<file path="src/rtl/dmem_copy_engine_if.sv">
// dmem_copy_engine_if: single-cycle data memory port.
//
// Signals
//   Address      byte address, driven by the initiator
//   WriteData    64-bit store data, driven by the initiator
//   MemoryRead   read enable, driven by the initiator
//   MemoryWrite  write enable, driven by the initiator; memory commits on the rising edge
//   ReadData     combinational load data, driven by the memory
//
// Modports
//   master  initiator side (the copy engine or the CPU datapath)
//   slave   memory side
interface dmem_copy_engine_if #(
  parameter int unsigned ADDR_W = 64
);

  logic [ADDR_W-1:0] Address;
  logic [63:0]       WriteData;
  logic              MemoryRead;
  logic              MemoryWrite;
  logic [63:0]       ReadData;

  modport master (
    output Address,
    output WriteData,
    output MemoryRead,
    output MemoryWrite,
    input  ReadData
  );

  modport slave (
    input  Address,
    input  WriteData,
    input  MemoryRead,
    input  MemoryWrite,
    output ReadData
  );

endinterface

</file>
<file path="src/rtl/dmem_copy_engine.sv">
// dmem_copy_engine: block copy of N 64-bit words between two aligned byte addresses
// over the single-cycle data memory port. One word costs exactly one READ cycle and
// one WRITE cycle; the copy runs in ascending address order.
//
// Ports
//   Clock        rising-edge clock shared with the data memory
//   Reset_n      asynchronous active-low reset
//   Start        one-cycle request, sampled only in IDLE
//   Abort        ends the transfer after any in-flight write completes
//   SrcAddr      source byte address (8-byte aligned)
//   DstAddr      destination byte address (8-byte aligned)
//   WordCount    number of 64-bit words to copy
//   mem          data memory port (master side)
//   Busy         high while the engine owns the memory port (READ/WRITE)
//   Done         one-cycle pulse at transfer end
//   Error        sticky misalignment flag, cleared by the next accepted Start
//   WordsCopied  words written by the last transfer, held after DONE
module dmem_copy_engine #(
  parameter int unsigned CNT_W  = 16,
  parameter int unsigned ADDR_W = 64
) (
  input  logic                 Clock,
  input  logic                 Reset_n,
  input  logic                 Start,
  input  logic                 Abort,
  input  logic [ADDR_W-1:0]    SrcAddr,
  input  logic [ADDR_W-1:0]    DstAddr,
  input  logic [CNT_W-1:0]     WordCount,
  dmem_copy_engine_if.master   mem,
  output logic                 Busy,
  output logic                 Done,
  output logic                 Error,
  output logic [CNT_W-1:0]     WordsCopied
);

  typedef enum logic [1:0] {
    StIdle,
    StRead,
    StWrite,
    StDone
  } state_e;

  localparam logic [ADDR_W-1:0] WordBytes = ADDR_W'(8);

  state_e            state_q, state_d;
  logic [ADDR_W-1:0] src_q, src_d;
  logic [ADDR_W-1:0] dst_q, dst_d;
  logic [CNT_W-1:0]  remaining_q, remaining_d;
  logic [63:0]       buffer_q, buffer_d;
  logic              error_q, error_d;
  logic [CNT_W-1:0]  copied_q, copied_d;

  logic [ADDR_W-1:0] address;
  logic [63:0]       write_data;
  logic              memory_read;
  logic              memory_write;
  logic              misaligned;

  assign misaligned = (|SrcAddr[2:0]) || (|DstAddr[2:0]);

  // State and datapath registers.
  always_ff @(posedge Clock or negedge Reset_n) begin
    if (!Reset_n) begin
      state_q     <= StIdle;
      src_q       <= '0;
      dst_q       <= '0;
      remaining_q <= '0;
      buffer_q    <= '0;
      error_q     <= 1'b0;
      copied_q    <= '0;
    end else begin
      state_q     <= state_d;
      src_q       <= src_d;
      dst_q       <= dst_d;
      remaining_q <= remaining_d;
      buffer_q    <= buffer_d;
      error_q     <= error_d;
      copied_q    <= copied_d;
    end
  end

  // Next-state logic and memory controls. The controls decode straight from state_q,
  // so an asynchronous reset drops MemoryWrite immediately and a read and a write can
  // never be requested in the same cycle.
  always_comb begin
    state_d      = state_q;
    src_d        = src_q;
    dst_d        = dst_q;
    remaining_d  = remaining_q;
    buffer_d     = buffer_q;
    error_d      = error_q;
    copied_d     = copied_q;
    address      = '0;
    write_data   = '0;
    memory_read  = 1'b0;
    memory_write = 1'b0;

    unique case (state_q)
      StIdle: begin
        if (Start) begin
          if (misaligned) begin
            // Reject without touching memory; WordsCopied keeps its last value.
            error_d = 1'b1;
            state_d = StDone;
          end else if (WordCount == '0) begin
            error_d  = 1'b0;
            copied_d = '0;
            state_d  = StDone;
          end else begin
            src_d       = SrcAddr;
            dst_d       = DstAddr;
            remaining_d = WordCount;
            error_d     = 1'b0;
            copied_d    = '0;
            state_d     = StRead;
          end
        end
      end

      StRead: begin
        address     = src_q;
        memory_read = 1'b1;
        buffer_d    = mem.ReadData;
        src_d       = src_q + WordBytes;
        // Abort here leaves the fetched word unwritten.
        state_d     = Abort ? StDone : StWrite;
      end

      StWrite: begin
        address      = dst_q;
        write_data   = buffer_q;
        memory_write = 1'b1;
        dst_d        = dst_q + WordBytes;
        remaining_d  = remaining_q - 1'b1;
        copied_d     = copied_q + 1'b1;
        // The write commits on this edge regardless of Abort.
        state_d      = (remaining_q == CNT_W'(1) || Abort) ? StDone : StRead;
      end

      StDone: begin
        state_d = StIdle;
      end

      default: begin
        state_d = StIdle;
      end
    endcase
  end

  assign mem.Address     = address;
  assign mem.WriteData   = write_data;
  assign mem.MemoryRead  = memory_read;
  assign mem.MemoryWrite = memory_write;

  assign Busy        = (state_q == StRead) || (state_q == StWrite);
  assign Done        = (state_q == StDone);
  assign Error       = error_q;
  assign WordsCopied = copied_q;

endmodule

</file>
<file path="src/flat_wrapper.sv">
// flat-port wrapper written by rule: the top's interface ports become plain ports
module dmem_copy_engine_flat 
#(
  parameter int unsigned CNT_W  = 16,
  parameter int unsigned ADDR_W = 64
)
  (Clock, Reset_n, Start, Abort, SrcAddr, DstAddr, WordCount, Busy, Done, Error, WordsCopied, mem_Address, mem_WriteData, mem_MemoryRead, mem_MemoryWrite, mem_ReadData);
  dmem_copy_engine_if #(.ADDR_W(ADDR_W)) mem_i ();
  input  logic Clock;
  input  logic Reset_n;
  input  logic Start;
  input  logic Abort;
  input  logic [ADDR_W-1:0] SrcAddr;
  input  logic [ADDR_W-1:0] DstAddr;
  input  logic [CNT_W-1:0] WordCount;
  output logic Busy;
  output logic Done;
  output logic Error;
  output logic [CNT_W-1:0] WordsCopied;
  output wire logic [$bits(mem_i.Address)-1:0] mem_Address;
  output wire logic [$bits(mem_i.WriteData)-1:0] mem_WriteData;
  output wire logic [$bits(mem_i.MemoryRead)-1:0] mem_MemoryRead;
  output wire logic [$bits(mem_i.MemoryWrite)-1:0] mem_MemoryWrite;
  input wire logic [$bits(mem_i.ReadData)-1:0] mem_ReadData;
  assign mem_Address = mem_i.Address;
  assign mem_WriteData = mem_i.WriteData;
  assign mem_MemoryRead = mem_i.MemoryRead;
  assign mem_MemoryWrite = mem_i.MemoryWrite;
  assign mem_i.ReadData = mem_ReadData;
  dmem_copy_engine #(.CNT_W(CNT_W), .ADDR_W(ADDR_W)) u_core (.Clock(Clock), .Reset_n(Reset_n), .Start(Start), .Abort(Abort), .SrcAddr(SrcAddr), .DstAddr(DstAddr), .WordCount(WordCount), .mem(mem_i), .Busy(Busy), .Done(Done), .Error(Error), .WordsCopied(WordsCopied));
endmodule
</file>
<file path="config.mk">
export PLATFORM = sky130hd
export DESIGN_NAME = dmem_copy_engine_flat
export DESIGN_NICKNAME = d
export VERILOG_FILES = /design/src/rtl/dmem_copy_engine_if.sv /design/src/rtl/dmem_copy_engine.sv /design/src/flat_wrapper.sv
export SDC_FILE = /design/constraint.sdc
export NUM_CORES = 1
export LEC_CHECK = 0
export ABC_AREA = 1
export CORE_MARGIN = 5
export CORE_UTILIZATION = 50
export CTS_CLUSTER_DIAMETER = 50
export CTS_CLUSTER_SIZE = 20
export DETAILED_ROUTE_END_ITERATION = 8
export PLACE_DENSITY = 0.8
export SLEW_MARGIN = 10
export SYNTH_ARGS = -nofsm -noshare
export SYNTH_HDL_FRONTEND = slang
export SYNTH_SLANG_ARGS = --single-unit
export TNS_END_PERCENT = 20
</file>
<file path="constraint.sdc">
create_clock -name Clock -period 3.5 [get_ports Clock]
set_input_delay 0.35 -clock Clock [delete_from_list [all_inputs] [get_ports Clock]]
set_output_delay 0.35 -clock Clock [all_outputs]
set_load 0.005 [all_outputs]
</file>
==> impl_metrics.yaml, run 1 <==
placement:
  post-place-ws_ps: 766
  portBuffers: 360
  placedInstanceArea_mm2: 0.0199
  dp_hpwl_um: 45100
  dp.cells: 3237
  gp_congestion: 0.990
synthesis:
  synthFlopType: "dfrtp_1"
  syn_nets: 2779
  avgSynthCellArea_um2: 6.23
  ys_seq_area_share_pct: 35.6
  async_flop_share_pct: 100
  yosys_warnings: 0
  synth-edff-count: 0
  syn_inst: 2557
  synth_seq_cells: 227
  synth_cell_types: 44
  synth_top_area_share_pct: 35.6
  synth_area_leaders: "dfrtp_1 36%, nand2_1 26%, nor2_1 6.4%"
  synth.largest_area_cell: "dfrtp_1"
  syn_area_mm2: 0.0159
power_and_ir_drop:
  pwr_density_cell_mw_per_mm2: 825
  swShare_pct: 47.3
  comb_power_share_pct: 50.9
  seqPwrFrac_pct: 30.2
  clock_power_share_pct: 18.9
  p_int_w: 0.00914
  vdd_ir_drop_max_mv: 0.826
  switching_power_w: 0.00819
  p_leak_nw: 9.91
sta:
  rsz0062_at_grt: "no"
  timing.fmax_mhz: 307
  worstMarginPinSlew_ps: 743
  maxSlewViolCount: 0
  period_minus_slack_ps: 3250
  fin_skew_ps: 11.6
  hold_viol_final: 0
  period_share_pct: 93.0
  slew_headroom_pct: 50.4
  setup_ws_ps: 245
  finalSetupViolations: 0
  tns_ps: 0
worst_setup_path:
  slowest_delay_ps: 580
  crit_fanout: 71
  worst_ep_required_time_ps: 3150
  worstPathArrival_ps: 2900
  critPathCaptureType: "primary output"
  path_class: "reg2out"
  worst_path_max_delay_cell: "clkdlybuf4s50_1"
  crit_family: "buffers and inverters"
  path_buf_inv: 3
  ff2ff_setup_slack_ps: 690
  crit_chain: "inv_1 -> ha_4 -> buf_12 -> nand2_1 -> a21oi_1 -> clkdlybuf4s50_1"
  startpoint_type: "register"
flow_run:
  drv_cap: 0
global_route:
  grt_usage_pct: 32.5
  grt_max_degree: 106
  grt_pass1_wl_um: 94000
  antenna_found_initial: 0
  grt_overflow: 0
  grt_pass1_vias: 17500
clock_network:
  cts_buffers: 31
  cts_tree: "done"
  post_cts_buffers: 0
  cts_buffer_depth: 3
  clkLatencyLatePin_ps: 560
  path_clk_slew_ps: 60
  numClockSinks: 227
  h-tree-depth: 1
  cts-root-buf: "clkbuf_16"
  ctsResizeCount: 0
route:
  initialDrtViolationCount: 1779
  postRouteAntennaNets: 0
  drtPass1Iterations: 7
  route.vias.total: 18400
  drc: 0
  wire_per_inst_um: 18.2
  vias_per_cell: 5.57
  wl_um: 59900
floorplan:
  placementRows: 65
  io_pins: 361
  initial_core_util_pct: 50.6
  die_x_um: 189
  dieHeight_um: 189
  core_mm2: 0.0315
  die_area_mm2: 0.0355
hold_path:
  hold_path_class: "in2reg"
cells_and_area:
  drive_gt1_share_pct: 5.57
  diodes: 0
  fin_area_mm2: 0.0210
  nNetsFinal: 3091
  stdcell_count: 3295
  regArea_mm2: 0.00568
  multi_input_area_mm2: 0.00905
  syn_to_final_growth_pct: 31.7
  fill_cells: 2822
outcome:
  status: "finished, final reports clean"
per-layer routing:
layer,global-route usage (%),vias to the layer above,part of all wire (%)
met4,14.8,0,5.4
li1,-,8750,-
met2,52.1,997,45
met3,7.73,175,10
met1,42.0,8442,39
met5,0,-,0
cell usage in the layout (no fill, tap or decap), types with 3 or more instances in the layout:
| cell type | instances |
|---|---|
| nand2_1 | 1106 |
| clkdlybuf4s50_1 | 359 |
| nor2_1 | 271 |
| dfrtp_1 | 227 |
| inv_1 | 206 |
| nand3_1 | 179 |
| o21ai_0 | 90 |
| a21oi_1 | 82 |
| nand4_1 | 54 |
| clkbuf_16 | 31 |
| nor3_1 | 26 |
| nor2_2 | 21 |
| nor2_4 | 20 |
| o21ai_1 | 19 |
| a21boi_0 | 18 |
| nand2_2 | 13 |
| buf_4 | 13 |
| a31oi_1 | 10 |
| xor2_1 | 9 |
| or2_2 | 9 |
| o211ai_1 | 9 |
| o21bai_1 | 9 |
| o31ai_1 | 8 |
| ha_1 | 8 |
| buf_12 | 8 |
| nand3b_1 | 6 |
| xnor2_1 | 6 |
| nand3_2 | 6 |
| nor4_1 | 6 |
| clkbuf_8 | 6 |
| nand2_4 | 5 |
| and2_1 | 5 |
| clkinv_2 | 4 |
| o22ai_1 | 4 |
| inv_6 | 4 |
| inv_2 | 3 |
| clkinv_4 | 3 |
| clkinv_8 | 3 |
cells in the mapped netlist, types with 2 or more instances:
library cell / n
nand2_1: 1106
nor2_1: 271
dfrtp_1: 227
inv_1: 207
nand3_1: 180
o21ai_0: 90
a21oi_1: 82
nand4_1: 54
clkbuf_1: 53
buf_2: 45
nor3_1: 26
nor2_2: 21
nor2_4: 20
o21ai_1: 19
a21boi_0: 18
nand2_2: 13
a31oi_1: 10
ha_1: 10
o211ai_1: 9
o21bai_1: 9
or2_2: 9
xor2_1: 9
o31ai_1: 8
nand3b_1: 6
nor4_1: 6
xnor2_1: 6
and2_1: 5
buf_1: 5
nand2_4: 5
nand3_2: 5
o22ai_1: 4
inv_2: 3
a22oi_1: 2
clkinv_1: 2
mux2i_1: 2
o21a_1: 2
logic make-up (layout without fill, tap and decap cells):
group	Yosys count	in the layout	share of synthesized area, %
AND/OR/NAND/NOR	1731	1731	45.8
buffers and inverters	315	651	7.77
flip-flops	227	227	35.6
adder cells (fa/ha/maj)	10	10	0.785
XOR/XNOR	15	15	0.824
AO/OA/AOI/OAI	257	257	9.03
multiplexers	2	2	0.126
registers in the layout (all words and copies together), names as in the netlist:
| register | count |
|---|---|
| u_core.src_q | 64 |
| u_core.remaining_q | 16 |
| u_core.Error | 1 |
| u_core.WordsCopied | 16 |
| u_core.state_q | 2 |
| u_core.buffer_q | 64 |
| u_core.dst_q | 64 |
power by group through the flow:
stage / clock [W] / sequential (W) / combinational, W
CTS: 0.00332 / 0.00517 / 0.00879
finish: 0.00328 / 0.00523 / 0.00881
global route: 0.00346 / 0.00537 / 0.00982
floorplan: 0 / 0.00474 / 0.00538
detailed placement: 0 / 0.00518 / 0.00873
global placement: 0 / 0.00515 / 0.00855
area by class of cell:
class	instances	area share (%)
clock buffers	39	4.12
flip-flops and latches	227	27.1
multi-input cells	2015	43.1
inverters	212	3.81
well taps	402	2.40
clock inverters	18	1.03
repair buffers	382	18.5
worst register-to-register path: cells and delay by family, from the launching register on:
| kind | cells | cell delay, ps |
|---|---|---|
| buffers and inverters | 3 | 890 |
| AND/OR/NAND/NOR | 3 | 690 |
| flip-flops | 1 | 420 |
| adder cells (fa/ha/maj) | 1 | 370 |
| AO/OA/AOI/OAI | 2 | 350 |
metrics by stage:
| step | util (%) | total power (W) | hold WS (ps) |
|---|---|---|---|
| after floorplan | - | 0.0101 | 54.4 |
| after global placement | 63.2 | 0.0137 | 331 |
| after detailed placement | 63.2 | 0.0139 | 341 |
| after CTS | 66.7 | 0.0173 | 306 |
| after global routing | 66.7 | 0.0186 | 312 |
| final | 66.7 | 0.0173 | 320 |
worst paths after layout:
check | startpoint | end | cells after the start
max in group asynchronous | Reset_n | u_core.buffer_q[8] | 3
min in group asynchronous | Reset_n | u_core.dst_q[5] | 2
worst min-delay path | mem_ReadData[38] | u_core.buffer_q[38] | 3
worst min register to register | u_core.buffer_q[29] | u_core.buffer_q[29] | 2
worst max-delay path | u_core.state_q[0] | mem_Address[37] | 6
worst max register to register | u_core.state_q[0] | u_core.dst_q[5] | 9
what timing repair did:
action / CTS / global route
hold buffers: 1 / 0
hold endpoints to repair: 60 / 0
setup endpoints to repair: 0 / 0
No activity file was read; power rests on OpenSTA's default activity.
==> run 2: changes to the inputs <==
--- a/config.mk
+++ b/config.mk
@@ -6,7 +6,7 @@
 export NUM_CORES = 1
 export LEC_CHECK = 0
 export ABC_AREA = 1
-export CORE_MARGIN = 5
+export CORE_MARGIN = 2
 export CORE_UTILIZATION = 50
 export CTS_CLUSTER_DIAMETER = 50
 export CTS_CLUSTER_SIZE = 20
==> run 2 against run 1 <==
  * Non-clock buffer count rose by 2
  * Combinational power up 0.9%
  * First-iteration DRC count is 9.7% higher
  * Wire length increased by 4.4%
  * Count of clock-buffer cells in the layout down 8
  * Largest power group unchanged
  * Sequential share of layout area increased by 0.074 points
  * Critical endpoint is now mem_Address[33]
  * Critical path type unchanged
  * Clock power fell by 5%
  * Critical path depth did not move
  * Utilization is 0.18 points lower
==> impl_metrics.yaml, run 2 (synthesis gave the netlist of run 1 again) <==
floorplan:
  initial_core_util_pct: 50.6
  core_mm2: 0.0315
  placementRows: 65
  io_pins: 361
  dieHeight_um: 183
  die_x_um: 183
  die_area_mm2: 0.0333
sta:
  rsz0062_at_grt: "no"
  tns_ps: 0
  worstMarginPinSlew_ps: 794
  slew_headroom_pct: 47.1
  period_minus_slack_ps: 3330
  timing.fmax_mhz: 300
  maxSlewViolCount: 0
  finalSetupViolations: 0
  fin_skew_ps: 16.9
  hold_viol_final: 0
  whs_ps: 308
  period_share_pct: 95.1
power_and_ir_drop:
  switching_power_w: 0.00837
  pwr_density_cell_mw_per_mm2: 825
  vdd_ir_drop_max_mv: 0.705
  p_leak_nw: 9.88
  p_int_w: 0.00891
  clock_power_share_pct: 17.9
  swShare_pct: 48.4
  seqPwrFrac_pct: 30.6
  comb_power_share_pct: 51.4
  power_w: 0.0173
clock_network:
  postCtsHoldBufs: 1
  clkLatencyLatePin_ps: 580
  cts_buffers: 29
  path_clk_slew_ps: 70
  ctsResizeCount: 0
  h-tree-depth: 1
  cts_buffer_depth: 3
  numClockSinks: 227
  cts_tree: "done"
  post_cts_buffers: 0
  cts-root-buf: "clkbuf_16"
cells_and_area:
  final_common_cell: "nand2_1"
  fin_area_mm2: 0.0209
  syn_to_final_growth_pct: 31.4
  nNetsFinal: 3091
  drive_gt1_share_pct: 5.57
  diodes: 0
  reg_top3: "u_core.buffer_q: 64 flops, u_core.dst_q: 64 flops, u_core.src_q: 64 flops"
  fill_cells: 2881
  layout_common_cells: "1106 x nand2_1, 359 x clkdlybuf4s50_1, 271 x nor2_1"
worst_setup_path:
  path_class: "reg2out"
  startpoint_type: "register"
  crit_fanout: 70
  worst_ep_required_time_ps: 3150
  critPathCaptureType: "primary output"
  worstPathArrival_ps: 2980
route:
  drtPass1Iterations: 5
  vias_per_cell: 5.57
  postRouteAntennaNets: 0
  route.vias.total: 18400
  drc: 0
  wire_per_inst_um: 19.0
  wl_um: 62500
  initialDrtViolationCount: 1952
global_route:
  grt_pass1_vias: 17500
  grt_overflow: 0
  grt_max_degree: 102
  antenna_found_initial: 0
  grt_usage_pct: 37.0
  grt_pass1_wl_um: 96100
hold_path:
  hold_path_class: "in2reg"
placement:
  dp_hpwl_um: 47800
  placedInstanceArea_mm2: 0.0199
  portBuffers: 360
  gp_congestion: 1.01
outcome:
  status: "finished, final reports clean"
flow_run:
  drv_cap: 0
[run 2: changes by cell type in the layout (fill, tap and decap cells not counted), sizes merged]
cell / previous run / this run
clkbuf: 39 / 31
inv: 216 / 221
buf: 22 / 24
bufinv: 2 / 1
clkinv: 11 / 12
[run 2: path summary, 6_finish.rpt]
kind                                startpoint                    end  slack, ps  depth (start not counted)
hold / removal                mem_ReadData[62]    u_core.buffer_q[62]        310                          3
hold reg to reg            u_core.buffer_q[33]    u_core.buffer_q[33]        470                          2
setup / recovery             u_core.state_q[0]        mem_Address[33]        170                          6
setup reg to reg             u_core.state_q[0]  u_core.remaining_q[7]        800                          8
max in group asynchronous              Reset_n       u_core.src_q[19]       2190                          3
min in group asynchronous              Reset_n        u_core.dst_q[6]        400                          2
[run 2: cell type report]
cell class | count | area, um^2 | area share, %
clock buffer | 31 | 743 | 3.55
tap | 402 | 503 | 2.40
clock inverter | 23 | 253 | 1.21
multi-input combinational | 2015 | 9050 | 43.2
sequential | 227 | 5680 | 27.1
inverter | 212 | 800 | 3.82
timing repair buffer | 384 | 3900 | 18.6
[run 2: metrics by stage]
step	utilization, %	cells	worst slack [ps]
2_1_floorplan	-	2557	1530
3_3_place_gp	63.3	3239	866
3_5_place_dp	63.3	3239	800
4_1_cts	66.5	3294	196
5_1_grt	66.5	3294	64.2
6_report	66.5	3294	172
[run 2: power by group through the flow]
stage	Sequential (W)	Clock (W)	Combinational [W]
floorplan	0.00474	0	0.00538
finish	0.00529	0.00310	0.00889
global placement	0.00525	0	0.00860
detailed placement	0.00526	0	0.00878
global route	0.00542	0.00323	0.00981
CTS	0.00524	0.00311	0.00883
[run 2: per-layer routing]
layer / GRT usage [%] / part of all wire [%]
met1: 46.9 / 39
met2: 60.7 / 45
met3: 6.39 / 9.1
met4: 19.5 / 6.3
met5: 0 / 0
[run 2: worst max-delay path, stage by stage, from the launching register on]
cell and delay (ps):
dfrtp_1 420, inv_1 190, ha_4 410, buf_12 340
nand2_1 190, a21oi_1 240, clkdlybuf4s50_1 550
==> run 3: changes to the inputs <==
--- a/config.mk
+++ b/config.mk
@@ -11,6 +11,7 @@
 export CTS_CLUSTER_DIAMETER = 50
 export CTS_CLUSTER_SIZE = 20
 export DETAILED_ROUTE_END_ITERATION = 8
+export GPL_ROUTABILITY_DRIVEN = 0
 export PLACE_DENSITY = 0.8
 export SLEW_MARGIN = 10
 export SYNTH_ARGS = -nofsm -noshare
==> run 3 against run 2 <==
  * Fmax down 2.4%
  * Clock power rose by 7.7%
  * Setup slack worse by 81 ps
  * Final area is 0.44% higher
  * Register-to-register slack worse by 120 ps
  * Global-route usage fell by 2.2 points
  * Utilization increased by 0.29 points
  * Wire length decreased by 4.9%
  * Critical path type unchanged
  * Non-clock buffer count shrank 3
  * Critical path depth unchanged
==> impl_metrics.yaml, run 3 (synthesis gave the netlist of run 1 again) <==
sta:
  finalSetupViolations: 0
  rsz0062_at_grt: "yes"
  hold_viol_final: 0
  tns_ps: 0
  period_share_pct: 97.4
  timing.fmax_mhz: 293
  period_minus_slack_ps: 3410
  fin_skew_ps: 19.7
  setup_ws_ps: 90.7
  whs_ps: 309
  slew_headroom_pct: 37.2
  maxSlewViolCount: 0
  worstMarginPinSlew_ps: 942
clock_network:
  cts-root-buf: "clkbuf_16"
  cts_tree: "done"
  clkLatencyLatePin_ps: 580
  cts_buffer_depth: 3
  numClockSinks: 227
  path_clk_slew_ps: 70
  cts_buffers: 31
  h-tree-depth: 1
floorplan:
  initial_core_util_pct: 50.6
  placementRows: 65
  die_x_um: 183
  io_pins: 361
  die_area_mm2: 0.0333
  core_mm2: 0.0315
  dieHeight_um: 183
cells_and_area:
  multi_input_area_mm2: 0.00905
  diodes: 0
  syn_to_final_growth_pct: 32.0
  fill_cells: 2808
  layout_common_cells: "1106 x nand2_1, 359 x clkdlybuf4s50_1, 271 x nor2_1"
  final_common_cell: "nand2_1"
  nNetsFinal: 3090
  reg_top3: "u_core.buffer_q: 64 flops, u_core.dst_q: 64 flops, u_core.src_q: 64 flops"
  fin_area_mm2: 0.0210
  regArea_mm2: 0.00568
  drive_gt1_share_pct: 5.60
route:
  drc: 0
  drtPass1Iterations: 8
  initialDrtViolationCount: 1977
  postRouteAntennaNets: 0
  wire_per_inst_um: 18.0
  route.vias.total: 18400
  vias_per_cell: 5.60
  wl_um: 59400
power_and_ir_drop:
  vdd_ir_drop_max_mv: 0.639
  swShare_pct: 48.0
  switching_power_w: 0.00838
  p_int_w: 0.00907
  power_w: 0.0175
  clock_power_share_pct: 19.1
  comb_power_share_pct: 50.9
  seqPwrFrac_pct: 30.0
  p_leak_nw: 9.91
  pwr_density_cell_mw_per_mm2: 830
worst_setup_path:
  startpoint_type: "register"
  path_class: "reg2out"
  worst_ep_required_time_ps: 3150
  worstPathArrival_ps: 3060
  critPathCaptureType: "primary output"
  crit_fanout: 65
  ff2ff_setup_slack_ps: 680
placement:
  post-place-ws_ps: 609
  placedInstanceArea_mm2: 0.0199
  dp_hpwl_um: 44000
  portBuffers: 360
global_route:
  antenna_found_initial: 2
  grt_overflow: 0
  grt_max_degree: 114
  grt_pass1_vias: 17300
  grt_usage_pct: 34.8
  grt_pass1_wl_um: 91900
outcome:
  status: "finished, final reports clean"
flow_run:
  drv_cap: 0
hold_path:
  hold_path_class: "in2reg"
## run 3: path summary, 6_finish.rpt
kind                                      from                    end  cells after the start
max                          u_core.state_q[0]        mem_Address[35]                      6
min                           mem_ReadData[41]    u_core.buffer_q[41]                      3
max reg2reg                  u_core.state_q[0]  u_core.remaining_q[5]                     10
min reg2reg                u_core.buffer_q[63]    u_core.buffer_q[63]                      2
max in group asynchronous              Reset_n       u_core.src_q[59]                      3
min in group asynchronous              Reset_n        u_core.dst_q[6]                      2
## run 3: what timing repair did
action	in CTS	in global routing
setup buffers	0	1
setup endpoints to repair	0	3
gates resized for setup	0	1
endpoints found under the hold margin	108	0
hold buffers	1	0
## run 3: cell type report
cell class	instances	area share, %
clock buffers	34	3.89
repair buffers	381	18.5
multi-input cells	2015	43.1
well taps	402	2.39
flip-flops and latches	227	27.0
clock inverters	23	1.34
inverters	212	3.80
## run 3: metal layers
layer | global-route usage (%) | routed length [um] | vias up
li1 | - | - | 8741
met1 | 42.2 | 21800 | 8399
met2 | 56.5 | 27100 | 1099
met3 | 9.46 | 6690 | 191
met4 | 19.0 | 3810 | 4
met5 | 0 | 26 | -
## run 3: power groups by stage
stage | Sequential [W] | Combinational (W) | Clock (W)
2_1_floorplan | 0.00474 | 0.00538 | 0
3_3_place_gp | 0.00514 | 0.00850 | 0
3_5_place_dp | 0.00518 | 0.00870 | 0
4_1_cts | 0.00516 | 0.00877 | 0.00337
5_1_grt | 0.00535 | 0.00982 | 0.00347
6_report | 0.00523 | 0.00888 | 0.00334
## run 3: metrics by stage
step	util, %	cells
5_1_grt	66.8	3294
2_1_floorplan	-	2557
3_3_place_gp	63.2	3235
4_1_cts	66.8	3293
6_report	66.8	3294
3_5_place_dp	63.2	3235
## run 3: worst max-delay path: stages, from the launching register on
cell and delay [ps]:
dfrtp_1 430, inv_1 190, ha_4 400, buf_12 330
nand2_1 200, a21oi_1 330, clkdlybuf4s50_1 570
